===== src/rtl/control_sequencer_if.sv =====
// Bundle between the control sequencer and the datapath it steers:
// instruction/handshake inputs plus every strobe and select the FSM produces.
interface control_sequencer_if;
    logic [31:0] ir_out;
    logic        mem_ready;
    logic [4:0]  operation;
    logic        ir_write;
    logic        pc_write;
    logic [1:0]  pc_src;
    logic        i_or_d;
    logic        mem_read;
    logic        mem_write;
    logic        alu_src_b;
    logic        reg_write;
    logic [1:0]  wb_sel;
    logic        fault;
    logic [1:0]  fault_code;

    modport master (
        output ir_out, mem_ready,
        input  operation, ir_write, pc_write, pc_src, i_or_d, mem_read,
               mem_write, alu_src_b, reg_write, wb_sel, fault, fault_code
    );

    modport slave (
        input  ir_out, mem_ready,
        output operation, ir_write, pc_write, pc_src, i_or_d, mem_read,
               mem_write, alu_src_b, reg_write, wb_sel, fault, fault_code
    );
endinterface


===== src/rtl/control_sequencer.sv =====
// Multi-cycle fetch/decode/execute/mem/writeback controller in front of the ALU.
// Strobes decode from state, the registered opcode and mem_ready; faults are sticky until reset.
//
// state     | meaning
// ----------+---------------------------------------------------------------
// INIT      | idle cycle after reset, no strobes
// FETCH     | read instruction at PC, load IR on mem_ready
// DECODE    | latch opcode, route to EXECUTE / JUMP / FAULT
// EXECUTE   | ALU op; branches update PC and finish here
// MEM       | data read/write at ALU result; stores finish here
// WRITEBACK | register write and PC+1
// JUMP      | JAL: link PC+1 into rd, PC <= Imm
// FAULT     | illegal opcode or memory timeout, exit only through reset
module control_sequencer #(
    parameter int MEM_TIMEOUT = 16
) (
    input logic                clk,
    input logic                rst_n,
    control_sequencer_if.slave bus
);
    localparam int CW = $clog2(MEM_TIMEOUT + 1);

    localparam logic [4:0] OP_LI  = 5'b01100;
    localparam logic [4:0] OP_LUI = 5'b01101;
    localparam logic [4:0] OP_LWI = 5'b01110;
    localparam logic [4:0] OP_LW  = 5'b01111;
    localparam logic [4:0] OP_SWI = 5'b10000;
    localparam logic [4:0] OP_SW  = 5'b10001;
    localparam logic [4:0] OP_JAL = 5'b10010;

    typedef enum logic [2:0] {
        S_INIT, S_FETCH, S_DECODE, S_EXECUTE, S_MEM, S_WRITEBACK, S_JUMP, S_FAULT
    } state_t;

    state_t         state, state_nxt;
    logic [4:0]     op_q, op_nxt;
    logic [1:0]     fc_q, fc_nxt;
    logic [CW-1:0]  cnt_q, cnt_nxt;
    logic [4:0]     ir_opc;
    logic           is_load, is_store, is_branch, is_imm_b, timeout_hit;
    logic           unused_ir;

    assign ir_opc    = bus.ir_out[31:27];
    assign unused_ir = ^bus.ir_out[26:0];

    assign is_load     = (op_q == OP_LWI) || (op_q == OP_LW);
    assign is_store    = (op_q == OP_SWI) || (op_q == OP_SW);
    assign is_branch   = (op_q[4:2] == 3'b010);
    assign is_imm_b    = (op_q == OP_LI) || (op_q == OP_LUI) || is_load || (op_q == OP_SWI);
    // Fires on the MEM_TIMEOUT-th consecutive low cycle; a ready in that cycle still wins.
    assign timeout_hit = (cnt_q == CW'(MEM_TIMEOUT - 1)) && !bus.mem_ready;

    always_ff @(posedge clk or negedge rst_n) begin
        if (!rst_n) begin
            state <= S_INIT;
            op_q  <= '0;
            fc_q  <= '0;
            cnt_q <= '0;
        end else begin
            state <= state_nxt;
            op_q  <= op_nxt;
            fc_q  <= fc_nxt;
            cnt_q <= cnt_nxt;
        end
    end

    always_comb begin
        state_nxt     = state;
        op_nxt        = op_q;
        fc_nxt        = fc_q;
        bus.ir_write  = 1'b0;
        bus.pc_write  = 1'b0;
        bus.pc_src    = 2'b00;
        bus.i_or_d    = 1'b0;
        bus.mem_read  = 1'b0;
        bus.mem_write = 1'b0;
        bus.alu_src_b = 1'b0;
        bus.reg_write = 1'b0;
        bus.wb_sel    = 2'b00;
        bus.fault     = 1'b0;
        case (state)
            S_INIT: state_nxt = S_FETCH;
            S_FETCH: begin
                bus.mem_read = 1'b1;
                if (bus.mem_ready) begin
                    bus.ir_write = 1'b1;
                    state_nxt    = S_DECODE;
                end else if (timeout_hit) begin
                    state_nxt = S_FAULT;
                    fc_nxt    = 2'b10;
                end
            end
            S_DECODE: begin
                op_nxt = ir_opc;
                if (ir_opc > OP_JAL) begin
                    state_nxt = S_FAULT;
                    fc_nxt    = 2'b01;
                end else if (ir_opc == OP_JAL) begin
                    state_nxt = S_JUMP;
                end else begin
                    state_nxt = S_EXECUTE;
                end
            end
            S_EXECUTE: begin
                bus.alu_src_b = is_imm_b;
                if (is_branch) begin
                    bus.pc_write = 1'b1;
                    bus.pc_src   = 2'b01;
                    state_nxt    = S_FETCH;
                end else if (is_load || is_store) begin
                    state_nxt = S_MEM;
                end else begin
                    state_nxt = S_WRITEBACK;
                end
            end
            S_MEM: begin
                bus.i_or_d    = 1'b1;
                bus.alu_src_b = is_imm_b;
                if (is_load) begin
                    bus.mem_read = 1'b1;
                    if (bus.mem_ready) state_nxt = S_WRITEBACK;
                end else begin
                    bus.mem_write = 1'b1;
                    if (bus.mem_ready) begin
                        bus.pc_write = 1'b1;
                        state_nxt    = S_FETCH;
                    end
                end
                if (timeout_hit) begin
                    state_nxt = S_FAULT;
                    fc_nxt    = 2'b10;
                end
            end
            S_WRITEBACK: begin
                bus.reg_write = 1'b1;
                bus.pc_write  = 1'b1;
                bus.wb_sel    = is_load ? 2'b01 : 2'b00;
                state_nxt     = S_FETCH;
            end
            S_JUMP: begin
                bus.reg_write = 1'b1;
                bus.wb_sel    = 2'b10;
                bus.pc_write  = 1'b1;
                bus.pc_src    = 2'b10;
                state_nxt     = S_FETCH;
            end
            default: bus.fault = 1'b1;
        endcase
    end

    always_comb begin
        cnt_nxt = '0;
        if ((state == S_FETCH || state == S_MEM) && !bus.mem_ready && state_nxt == state)
            cnt_nxt = cnt_q + CW'(1);
    end

    assign bus.operation  = op_q;
    assign bus.fault_code = fc_q;
endmodule

===== src/flat_wrapper.sv =====
// flat-port wrapper written by rule: the top's interface ports become plain ports
module control_sequencer_flat 
#(
    parameter int MEM_TIMEOUT = 16
)
  (clk, rst_n, bus_ir_out, bus_mem_ready, bus_operation, bus_ir_write, bus_pc_write, bus_pc_src, bus_i_or_d, bus_mem_read, bus_mem_write, bus_alu_src_b, bus_reg_write, bus_wb_sel, bus_fault, bus_fault_code);
  control_sequencer_if bus_i ();
  input logic clk;
  input logic rst_n;
  input wire logic [$bits(bus_i.ir_out)-1:0] bus_ir_out;
  input wire logic [$bits(bus_i.mem_ready)-1:0] bus_mem_ready;
  output wire logic [$bits(bus_i.operation)-1:0] bus_operation;
  output wire logic [$bits(bus_i.ir_write)-1:0] bus_ir_write;
  output wire logic [$bits(bus_i.pc_write)-1:0] bus_pc_write;
  output wire logic [$bits(bus_i.pc_src)-1:0] bus_pc_src;
  output wire logic [$bits(bus_i.i_or_d)-1:0] bus_i_or_d;
  output wire logic [$bits(bus_i.mem_read)-1:0] bus_mem_read;
  output wire logic [$bits(bus_i.mem_write)-1:0] bus_mem_write;
  output wire logic [$bits(bus_i.alu_src_b)-1:0] bus_alu_src_b;
  output wire logic [$bits(bus_i.reg_write)-1:0] bus_reg_write;
  output wire logic [$bits(bus_i.wb_sel)-1:0] bus_wb_sel;
  output wire logic [$bits(bus_i.fault)-1:0] bus_fault;
  output wire logic [$bits(bus_i.fault_code)-1:0] bus_fault_code;
  assign bus_i.ir_out = bus_ir_out;
  assign bus_i.mem_ready = bus_mem_ready;
  assign bus_operation = bus_i.operation;
  assign bus_ir_write = bus_i.ir_write;
  assign bus_pc_write = bus_i.pc_write;
  assign bus_pc_src = bus_i.pc_src;
  assign bus_i_or_d = bus_i.i_or_d;
  assign bus_mem_read = bus_i.mem_read;
  assign bus_mem_write = bus_i.mem_write;
  assign bus_alu_src_b = bus_i.alu_src_b;
  assign bus_reg_write = bus_i.reg_write;
  assign bus_wb_sel = bus_i.wb_sel;
  assign bus_fault = bus_i.fault;
  assign bus_fault_code = bus_i.fault_code;
  control_sequencer #(.MEM_TIMEOUT(MEM_TIMEOUT)) u_core (.clk(clk), .rst_n(rst_n), .bus(bus_i));
endmodule

===== config.mk =====
export PLATFORM = sky130hd
export DESIGN_NAME = control_sequencer_flat
export DESIGN_NICKNAME = d
export VERILOG_FILES = /design/src/rtl/control_sequencer_if.sv /design/src/rtl/control_sequencer.sv /design/src/flat_wrapper.sv
export SDC_FILE = /design/constraint.sdc
export NUM_CORES = 1
export LEC_CHECK = 0
export ABC_CLOCK_PERIOD_IN_PS = 1480
export CAP_MARGIN = 20
export CORE_ASPECT_RATIO = 1.2
export CORE_MARGIN = 4
export CORE_UTILIZATION = 33
export DETAILED_ROUTE_END_ITERATION = 7
export HOLD_SLACK_MARGIN = 0.1
export MAX_ROUTING_LAYER = met4
export PLACE_DENSITY_LB_ADDON = 0.3
export SLEW_MARGIN = 30
export SYNTH_ARGS = -nofsm -noshare
export SYNTH_HDL_FRONTEND = slang
export SYNTH_SLANG_ARGS = --single-unit

===== constraint.sdc =====
create_clock -name clk -period 1.48 [get_ports clk]
set_input_delay 0.296 -clock clk [delete_from_list [all_inputs] [get_ports clk]]
set_output_delay 0.296 -clock clk [all_outputs]
set_load 0.01 [all_outputs]

Word-level counts from Yosys, hierarchy flattened
Index checks and enable logic that the tools add are counted.
{ "totals": {"reg_bits": 15, "input_bits": 35} }
{ "classes": {"eq_ne": 18, "n_reduce_logical": 18, "magnitude_cmp": 1, "muxes": 33, "add_sub_neg": 1} }
{ "op_table": {"columns": ["cell", "count"], "rows": [
  ["$mux W3", 9],
  ["$eq A5 B4 Y1 const B", 5],
  ["$eq A5 B5 Y1 const B", 3],
  ["$pmux W3 S5", 1],
  ["$mux W1", 14],
  ["$eq A3 B2 Y1 const B", 3],
  ["$eq A3 B3 Y1 const B", 3],
  ["$pmux W2 S2", 2],
  ["$logic_or A1 B1 Y1", 7],
  ["$reduce_or A7 Y1", 1],
  ["$mux W2", 3],
  ["$pmux W2 S3", 1],
  ["$add A5 B1 Y5 const B", 1],
  ["$gt A5 B5 Y1 const B", 1],
  ["$mux W5", 1],
  ["$reduce_or A2 Y1", 2],
  ["$eq A3 B1 Y1 const B", 1],
  ["$eq A3 B3 Y1", 1],
  ["$logic_and A1 B1 Y1", 3],
  ["$logic_not A3 Y1", 1],
  ["$pmux W1 S3", 1],
  ["$reduce_and A3 Y1", 1],
  ["$reduce_bool A3 Y1", 1],
  ["$reduce_or A3 Y1", 1],
  ["4 further kinds", 4]
]} }

Logic depth before layout (Yosys ltp)
{ "logic_depth": {"depth_word": 9, "mapped_depth": 6, "depth_no_buf": 6} }

Least setup slack after synthesis
OpenSTA, ideal clock, no wires.
{ "synth_path": {"path_type": "register -> register", "startpoint": "reg u_core.cnt_q[0]", "endpoint": "reg u_core.state[0]", "arrival_time_ns": 1.495, "setup_slack_ns": -0.139, "stages_incl_launch_ff": 7, "setup_ns": 0.124, "path_cell_list": "dfrtp_1 -> ha_1 -> and3_1 -> ha_1 -> nor3_1 -> a2bb2oi_1 -> a211o_1"} }
{ "synth_between": {"elab_chain_cells": 5} }
{ "synth_rtl": {"columns": ["item", "line_no", "rtl"], "rows": [
  ["start, declared", "control_sequencer.sv:38", "logic [CW-1:0] cnt_q, cnt_nxt;"],
  ["start signal, assigned", "control_sequencer.sv:63", "cnt_q <= cnt_nxt;"],
  ["$eq A5 B4 Y1 (*)", "control_sequencer.sv:51", "assign timeout_hit = (cnt_q == CW'(MEM_TIMEOUT - 1)) && !bus.mem_ready;"],
  ["$logic_and A1 B1 Y1 (*)", "control_sequencer.sv:51", null],
  ["$mux W3", "control_sequencer.sv:88", "end else if (timeout_hit) begin"],
  ["$mux W3", "control_sequencer.sv:85", "if (bus.mem_ready) begin"],
  ["$pmux W3 S5 (*)", "control_sequencer.sv:81", "case (state)"],
  ["net u_core.state_nxt[0]", "control_sequencer.sv:35", "state_t state, state_nxt;"],
  ["end signal, assigned", "control_sequencer.sv:60", "state <= state_nxt;"],
  ["end, declared", "control_sequencer.sv:35", null]
]} }
The timed path passes the listed nets; every way through them passes the cells marked *.
A chain may end at the register's enable or synchronous reset.

Worst setup path in the final report
{ "layout_path": {"startpoint": "reg u_core.op_q[1] (netlist: u_core.bus.operation[1])", "endpoint": "out bus_alu_src_b"} }
{ "layout_between": {"elab_chain_cells": 5} }
{ "layout_rtl": {"columns": ["item", "line_no", "rtl"], "rows": [
  ["start, declared", "control_sequencer.sv:36", "logic [4:0] op_q, op_nxt;"],
  ["start signal, assigned", "control_sequencer.sv:61", "op_q <= op_nxt;"],
  ["$eq A5 B4 Y1 (on tied branches)", "control_sequencer.sv:49, control_sequencer.sv:46", null],
  ["$logic_or A1 B1 Y1 (on tied branches)", "control_sequencer.sv:49, control_sequencer.sv:46", null],
  ["$logic_or A1 B1 Y1", "control_sequencer.sv:49", "assign is_imm_b = (op_q == OP_LI) || (op_q == OP_LUI) || is_load || (op_q == OP_SWI);"],
  ["$logic_or A1 B1 Y1 (*)", "control_sequencer.sv:49", null],
  ["$mux W1 (*)", "control_sequencer.sv:81", null],
  ["end, declared", "flat_wrapper.sv:19", "output wire logic [$bits(bus_i.alu_src_b)-1:0] bus_alu_src_b;"]
]} }
Every way passes the cells marked *; elsewhere a longest branch is shown, timed or not.

==> impl_metrics.env <==
export IMPL_synth_top_area_cell="dfrtp_1"
export IMPL_internal_power_mw=2.241
export IMPL_synth_area_top_cells="dfrtp_1 41%, mux2_2 6.1%, nor2_1 4.5%"
export IMPL_critPathRequiredTime_ns=1.18
export IMPL_hold_path_class="input port to async pin"
export IMPL_portBuffers=26
export IMPL_max_cap_violations=0
export IMPL_nets=202
export IMPL_timing_worst_setup_path_type="flop to output port"
export IMPL_yosys_warnings=0
export IMPL_place_hpwl_mm=1.994
export IMPL_place_worst_setup_slack_ns=-0.4718
export IMPL_fmaxAchievable_ghz=0.5424
export IMPL_timing_reg2reg_setup_slack_ns=-0.17
export IMPL_status="finished, violations left"
export IMPL_timing_critical_path_cells="buf_6, nor4b_4, or2b_1, a2bb2oi_2, buf_2"
export IMPL_tritoncts="done"
export IMPL_finalClockSkew_ns=0.003041
export IMPL_post_route_cells_drive_above_1_share_pct=66.46
export IMPL_finalSetupViolCount=24
export IMPL_synth_largest_type_area_fraction_pct=40.98
export IMPL_antenna_diode_count=0
export IMPL_timing_critical_path_arrival_ns=1.55
export IMPL_detailroute_via_count=998
export IMPL_leakagePower_nw=0.8371
export IMPL_core_area_sq_um=2603
export IMPL_cp_slowest_stage_delay_ns=0.40
export IMPL_final_setup_worst_slack_ns=-0.3638
export IMPL_drc_violation_total_after_the_first_tritonroute_iteration=3
export IMPL_number_of_clock_sinks=15
export IMPL_post_synth_instance_area_sq_um=915.9
export IMPL_detail_route_vias_per_cell=5.066
export IMPL_grt_start_max_net_pins=16
export IMPL_combined_buffer_and_inverter_count_along_the_critical_path=2
export IMPL_synthesis_instances=89
export IMPL_met3WireLength_um=100
export IMPL_power_density_nw_per_um2=1989
export IMPL_routed_top_layer="met4"
export IMPL_period_minus_slack_ns=1.844
export IMPL_grt_pass1_wl_mm=4.629
export IMPL_ir_worst_vdd_v=0.001047
export IMPL_grt_overflow_total=0
export IMPL_clk_pin_slew_ns=0.09
export IMPL_layout_core_utilization_pct=70.72
export IMPL_clockPowerShare_pct=6.5
export IMPL_drt_antenna_violating_nets=0
export IMPL_synthDistinctLibCells=39
export IMPL_die_area_sq_um=3686
export IMPL_io_pins=54
export IMPL_max_slew_margin_rel_pct=78.90
export IMPL_routedWlPerCell_um=15.70
export IMPL_layout_area_overhead_vs_synth_pct=101.0
export IMPL_grt_util_all_layers_pct=16.30
export IMPL_clock_root_buffer="clkbuf_4"
export IMPL_seqPwrFrac_pct=19.9
export IMPL_start_util_pct=35.19
export IMPL_power_switching_mw=1.419
export IMPL_globalplace_congestion=0.8157
export IMPL_rsz0062_at_grt="true"
export IMPL_cpLargestDelayFamily="simple AND/OR/NAND/NOR gates"
export IMPL_p_total_mw=3.660
export IMPL_total_routed_length_mm=3.092
export IMPL_wl_met2_mm=1.714
export IMPL_synth_sequential_area_ratio_pct=40.98
export IMPL_final_max_slew_violation_count=0
export IMPL_fillerInstances=189
export IMPL_seqCellArea_sq_um=379.1
export IMPL_critPathSlowestCell="dfrtp_1"
export IMPL_setup_worst_path_end_class="output port"
export IMPL_ys_ff_latch=15
export IMPL_fin_hold_ws_ns=0.3243
export IMPL_synth_fp_nets=126
export IMPL_power_combinational_fraction_pct=73.7
export IMPL_crit_fanout=2
export IMPL_dieWidth_um=56.09
export IMPL_htree_num_levels=1
export IMPL_first_global_vias=1031
export IMPL_critical_path_startpoint_type="flop"
export IMPL_first_pass_iters=4
export IMPL_drc=0
export IMPL_synthesis_area_per_instance_sq_um=10.29
export IMPL_grt_antenna_before_repair=0
export IMPL_ctsLongestPathBuffers=2
export IMPL_switching_share_pct=38.77
export IMPL_timing_hold_violations_final=0
export IMPL_clk_insertion_delay_late_ns=0.28
export IMPL_std_cell_rows=20
export IMPL_failed_checks="setup timing"
export IMPL_multiInputGateArea_sq_um=728.2
export IMPL_route_layer_met1_wl_mm=1.178
export IMPL_layout_worst_path_cycle_share_pct=124.6
export IMPL_die_h_um=65.71
export IMPL_worstMarginPinSlew_ns=0.3137
export IMPL_cts_buffers_inserted=3
==> through the flow <==
stage	cell area [sq um]	instances	setup TNS, ns
after floorplan	962.2	89	0
after global placement	1480	177	-3.943
after detailed placement	1480	177	-4.339
after CTS	1667	190	-2.361
after global routing	1841	197	-5.336
final	1841	197	-3.904
==> registers in the layout, summed over array words and instances, names as in the netlist <==
signal	cells
u_core.bus.fault_code	2
u_core.cnt_q	5
u_core.bus.operation	5
u_core.state	3
==> worst reg2reg max path, delay by kind of cell, from the launching register on <==
family	cells	cell delay, ns
buf+inv	4	0.53
flops	1	0.44
mux	1	0.30
simple gates	1	0.28
==> layout by cell type (no fill, tap or decap), types with 2 or more instances in the layout <==
master,count
nor2_1,5
dlygate4sd2_1,4
nor4b_4,2
mux2_4,5
a2bb2oi_2,2
clkdlybuf4s50_1,7
dfrtp_1,12
nand2_1,3
nor3_2,2
clkbuf_4,3
a21oi_2,2
buf_2,9
dfrtp_2,3
nor2_4,6
buf_6,22
clkdlybuf4s15_1,2
a21oi_1,3
nand2b_4,3
buf_4,29
==> cell usage after synthesis, drive strengths merged <==
cell type	count
and3	2
a211oi	1
nand2b	4
nor2	12
o21a	1
ha	2
nor4	1
a21oi	5
dfrtp	15
inv	2
buf	4
nor3b	2
a211o	1
a31oi	1
xor2	2
nand2	6
nor3	4
nand3b	1
o311a	1
and4b	1
o22ai	1
nor2b	2
nand3	2
nor4b	2
a22o	1
xnor2	1
mux2	5
a2111o	1
nand4b	1
or4	1
or2b	2
a2bb2oi	2
==> logic make-up after synthesis <==
group	Yosys count	share of synthesized area, %
mux	5	6.147
flops	15	40.98
simple gates	43	28.96
xor+xnor	3	4.919
compound gates	15	12.02
fa+ha+maj	2	2.732
buf+inv	6	4.234
==> layout make-up <==
cell class                      count  area share, %
Clock buffer                        4          1.428
Inverter                            2         0.5438
Multi-Input combinational cell     68          39.56
Sequential cell                    15          20.60
Tap cell                           33          2.243
Timing Repair Buffer               75          35.62
==> metal layers <==
layer  vias to the layer above  track usage, %
met5                         -               -
met4                         0           7.715
met2                        23           29.39
li1                        473               -
met3                        10           3.536
met1                       492           16.83
==> worst paths after layout <==
path                                          start                  endpoint  depth (start not counted)
max in group asynchronous                     rst_n           u_core.state[2]                          2
max                         u_core.bus.operation[1]             bus_alu_src_b                          5
min                                           rst_n           u_core.state[1]                          2
min in group clk           u_core.bus.fault_code[0]  u_core.bus.fault_code[0]                          1
max reg2reg                         u_core.state[0]   u_core.bus.operation[3]                          6
min reg2reg                u_core.bus.fault_code[0]  u_core.bus.fault_code[0]                          1
==> power by group through the flow <==
stage          sequential [mW]  clock, mW  combinational [mW]
2_1_floorplan            0.752          0               0.826
4_1_cts                  0.707      0.240                2.29
3_5_place_dp             0.706          0                1.88
6_report                 0.727      0.236                2.70
5_1_grt                  0.743      0.265                2.86
3_3_place_gp             0.700          0                1.84
==> repair_timing <==
item                                    in CTS  in global routing
endpoints found under the setup margin      28                 28
buffers inserted                             9                 12
pin swaps                                   12                 13
hold buffers                                 0                  0
resized for setup                           91                 40
Note: power is estimated with default switching activity, not from simulation.
==> RTL edit: new RTL, config.mk and constraints unchanged <==
The 8 states of `state_t` get a Gray code encoding in 3 bits.
--- a/src/rtl/control_sequencer.sv
+++ b/src/rtl/control_sequencer.sv
@@ -31,3 +31,3 @@
     typedef enum logic [2:0] {
-        S_INIT, S_FETCH, S_DECODE, S_EXECUTE, S_MEM, S_WRITEBACK, S_JUMP, S_FAULT
+        S_INIT = 3'b000, S_FETCH = 3'b001, S_DECODE = 3'b011, S_EXECUTE = 3'b010, S_MEM = 3'b110, S_WRITEBACK = 3'b111, S_JUMP = 3'b101, S_FAULT = 3'b100
     } state_t;
Function: no difference found for any inputs over 10 cycles, from zero or initial values and one cycle with rst_n low; not proved beyond that.
==> RTL edit against the original RTL <==
The flow still finishes with violations (setup timing). Global-route usage increased by 1.8 points. Final area rose by 1.6%. Worst setup slack worse by 59 ps. Register-to-register slack worse by 110 ps. Total power is 12% lower. Sequential cell count is the same. Die area rose by 4.2%. Non-clock buffer count is 7 higher. Area after synthesis grew 4.8%. Wire length is 2.7% higher. Sequential power down 9.5%. Core utilization is 3.6 points lower. Fmax shrank 3.1%.
==> RTL edit: results (changes against the original RTL) <==
** STA
- The final setup slack of the worst path came to -422.6 ps (-58.81 ps).
- The clock skew is 0.2420 ps (-2.799 ps).
- Final count of negative-setup-slack endpoints :: 23 (-4.2%)
- The worst-case headroom to the max-slew limit came to 72.77% (-6.1 points).
- TNS Setup :: -4394 ps (-490.6 ps)

** Run status
- The checks that failed: setup timing.
- Status :: complete, but fails checks

** Layout
- Final layout net count :: 217 (+7.4%)
- Layout cell share with drive strength beyond 1 :: 64.25% (-2.2 points)

** Global route
- The via count of the first global-routing pass came to 1,185 (+15%).
- The met2 layer usage reported by global route is 35.57% (+6.2 points).
- First-pass GRT wire length :: 5292 microns (+14%)
- The global routing usage summed across all routing layers came to 18.07% (+1.8 points).
- Global routing met3 resource utilization :: 2.907% (-0.63 points)
- The pin count of the biggest net entering global routing came to 11 (-5).
- Met1 track demand over resource :: 18.32% (+1.5 points)

** Drt
- Initial DRC count :: 22 (+19)
- Detailed-routed wire length on met2 :: 1776 microns (+3.6%)
- The final routed wire length divided by cell count came to 14.91 microns (-5.0%).
- Wire length on met3 :: 113 microns (+13%)

** Yosys
- Most area-consuming cells after synthesis :: dfrtp_1 (39%), a211oi_1 (4.7%), mux2_2 (4.7%)
- Syn_area_per_cell :: 9.894 sq um (-3.9%)
- Number of distinct library cells after synthesis :: 41 (+5.1%)
- By count the netlist is led by dfrtp_1 (15), nand2_1 (9), inv_1 (7).
- The sequential cell area fraction in the yosys report came to 39.11% (-1.9 points).

** Placement
- The last weighted congestion value of the routability-driven placer was 0.8273 (+1.4%).
- The worst slack after detailed placement is -559.7 ps (-87.84 ps).
- The post-place instance area came to 0.001559 sq mm (+5.3%).
- HPWL Detailed :: 2262 microns (+13%)
- The cell count after placement came to 188 (+6.2%).

** Power and ir drop
- The worst vdd rail ir drop is 1.088 mV (+3.9%).
- Design internal power :: 1.993 mW (-11%)

** Setup path
- The worst register-to-register path begins at u_core.bus.operation[3].
- Arrival time at the worst endpoint :: 1610 ps (+60 ps)
- The largest fanout on the critical path came to 3 (+1).
-- RTL edit: critical path: stages (launching register included) --
cell and delay [ps]:
dfrtp_2 420, or4b_4 520, o21a_1 190, nor2_2 70, buf_2 130
-- RTL edit: cell type report --
type / count / area [sq um] / area share [%]
clock buffer: 4 / 26.28 / 1.406
sequential: 15 / 380.4 / 20.35
timing repair buffer: 82 / 709.4 / 37.95
multi-input combinational: 71 / 684.4 / 36.61
tap: 34 / 42.54 / 2.276
inverter: 7 / 26.28 / 1.406
-- RTL edit: power by group through the flow --
stage                     Clock [mW]  Combinational (mW)  Sequential, mW
final                          0.235                2.32           0.658
after detailed placement           0                1.80           0.659
after floorplan                    0               0.767           0.736
after global placement             0                1.77           0.649
after CTS                      0.236                2.09           0.655
after global routing           0.265                2.48           0.677
-- RTL edit: kinds of logic after synthesis --
family	count (synthesis)	synth area share, %
multiplexers	4	4.693
AO/OA/AOI/OAI	23	19.95
XOR/XNOR	2	1.826
buffers and inverters	11	5.346
adder cells (fa/ha/maj)	2	2.607
AND/OR/NAND/NOR	40	26.47
flip-flops	15	39.11
-- RTL edit: timing repair --
item / CTS / global route
pin swaps: 21 / 9
gates resized for setup: 89 / 22
setup endpoints to repair: 27 / 31
buffers inserted: 14 / 7
-- RTL edit: path summary, 6_finish.rpt --
path                                             to  slack, ps  depth (start not counted)
hold reg to reg            u_core.bus.fault_code[0]        490                          1
setup reg to reg                    u_core.cnt_q[0]       -280                          8
hold / removal             u_core.bus.fault_code[0]        260                          1
min in group clk           u_core.bus.fault_code[0]        490                          1
setup / recovery                      bus_alu_src_b       -420                          4
max in group asynchronous           u_core.state[2]        770                          2
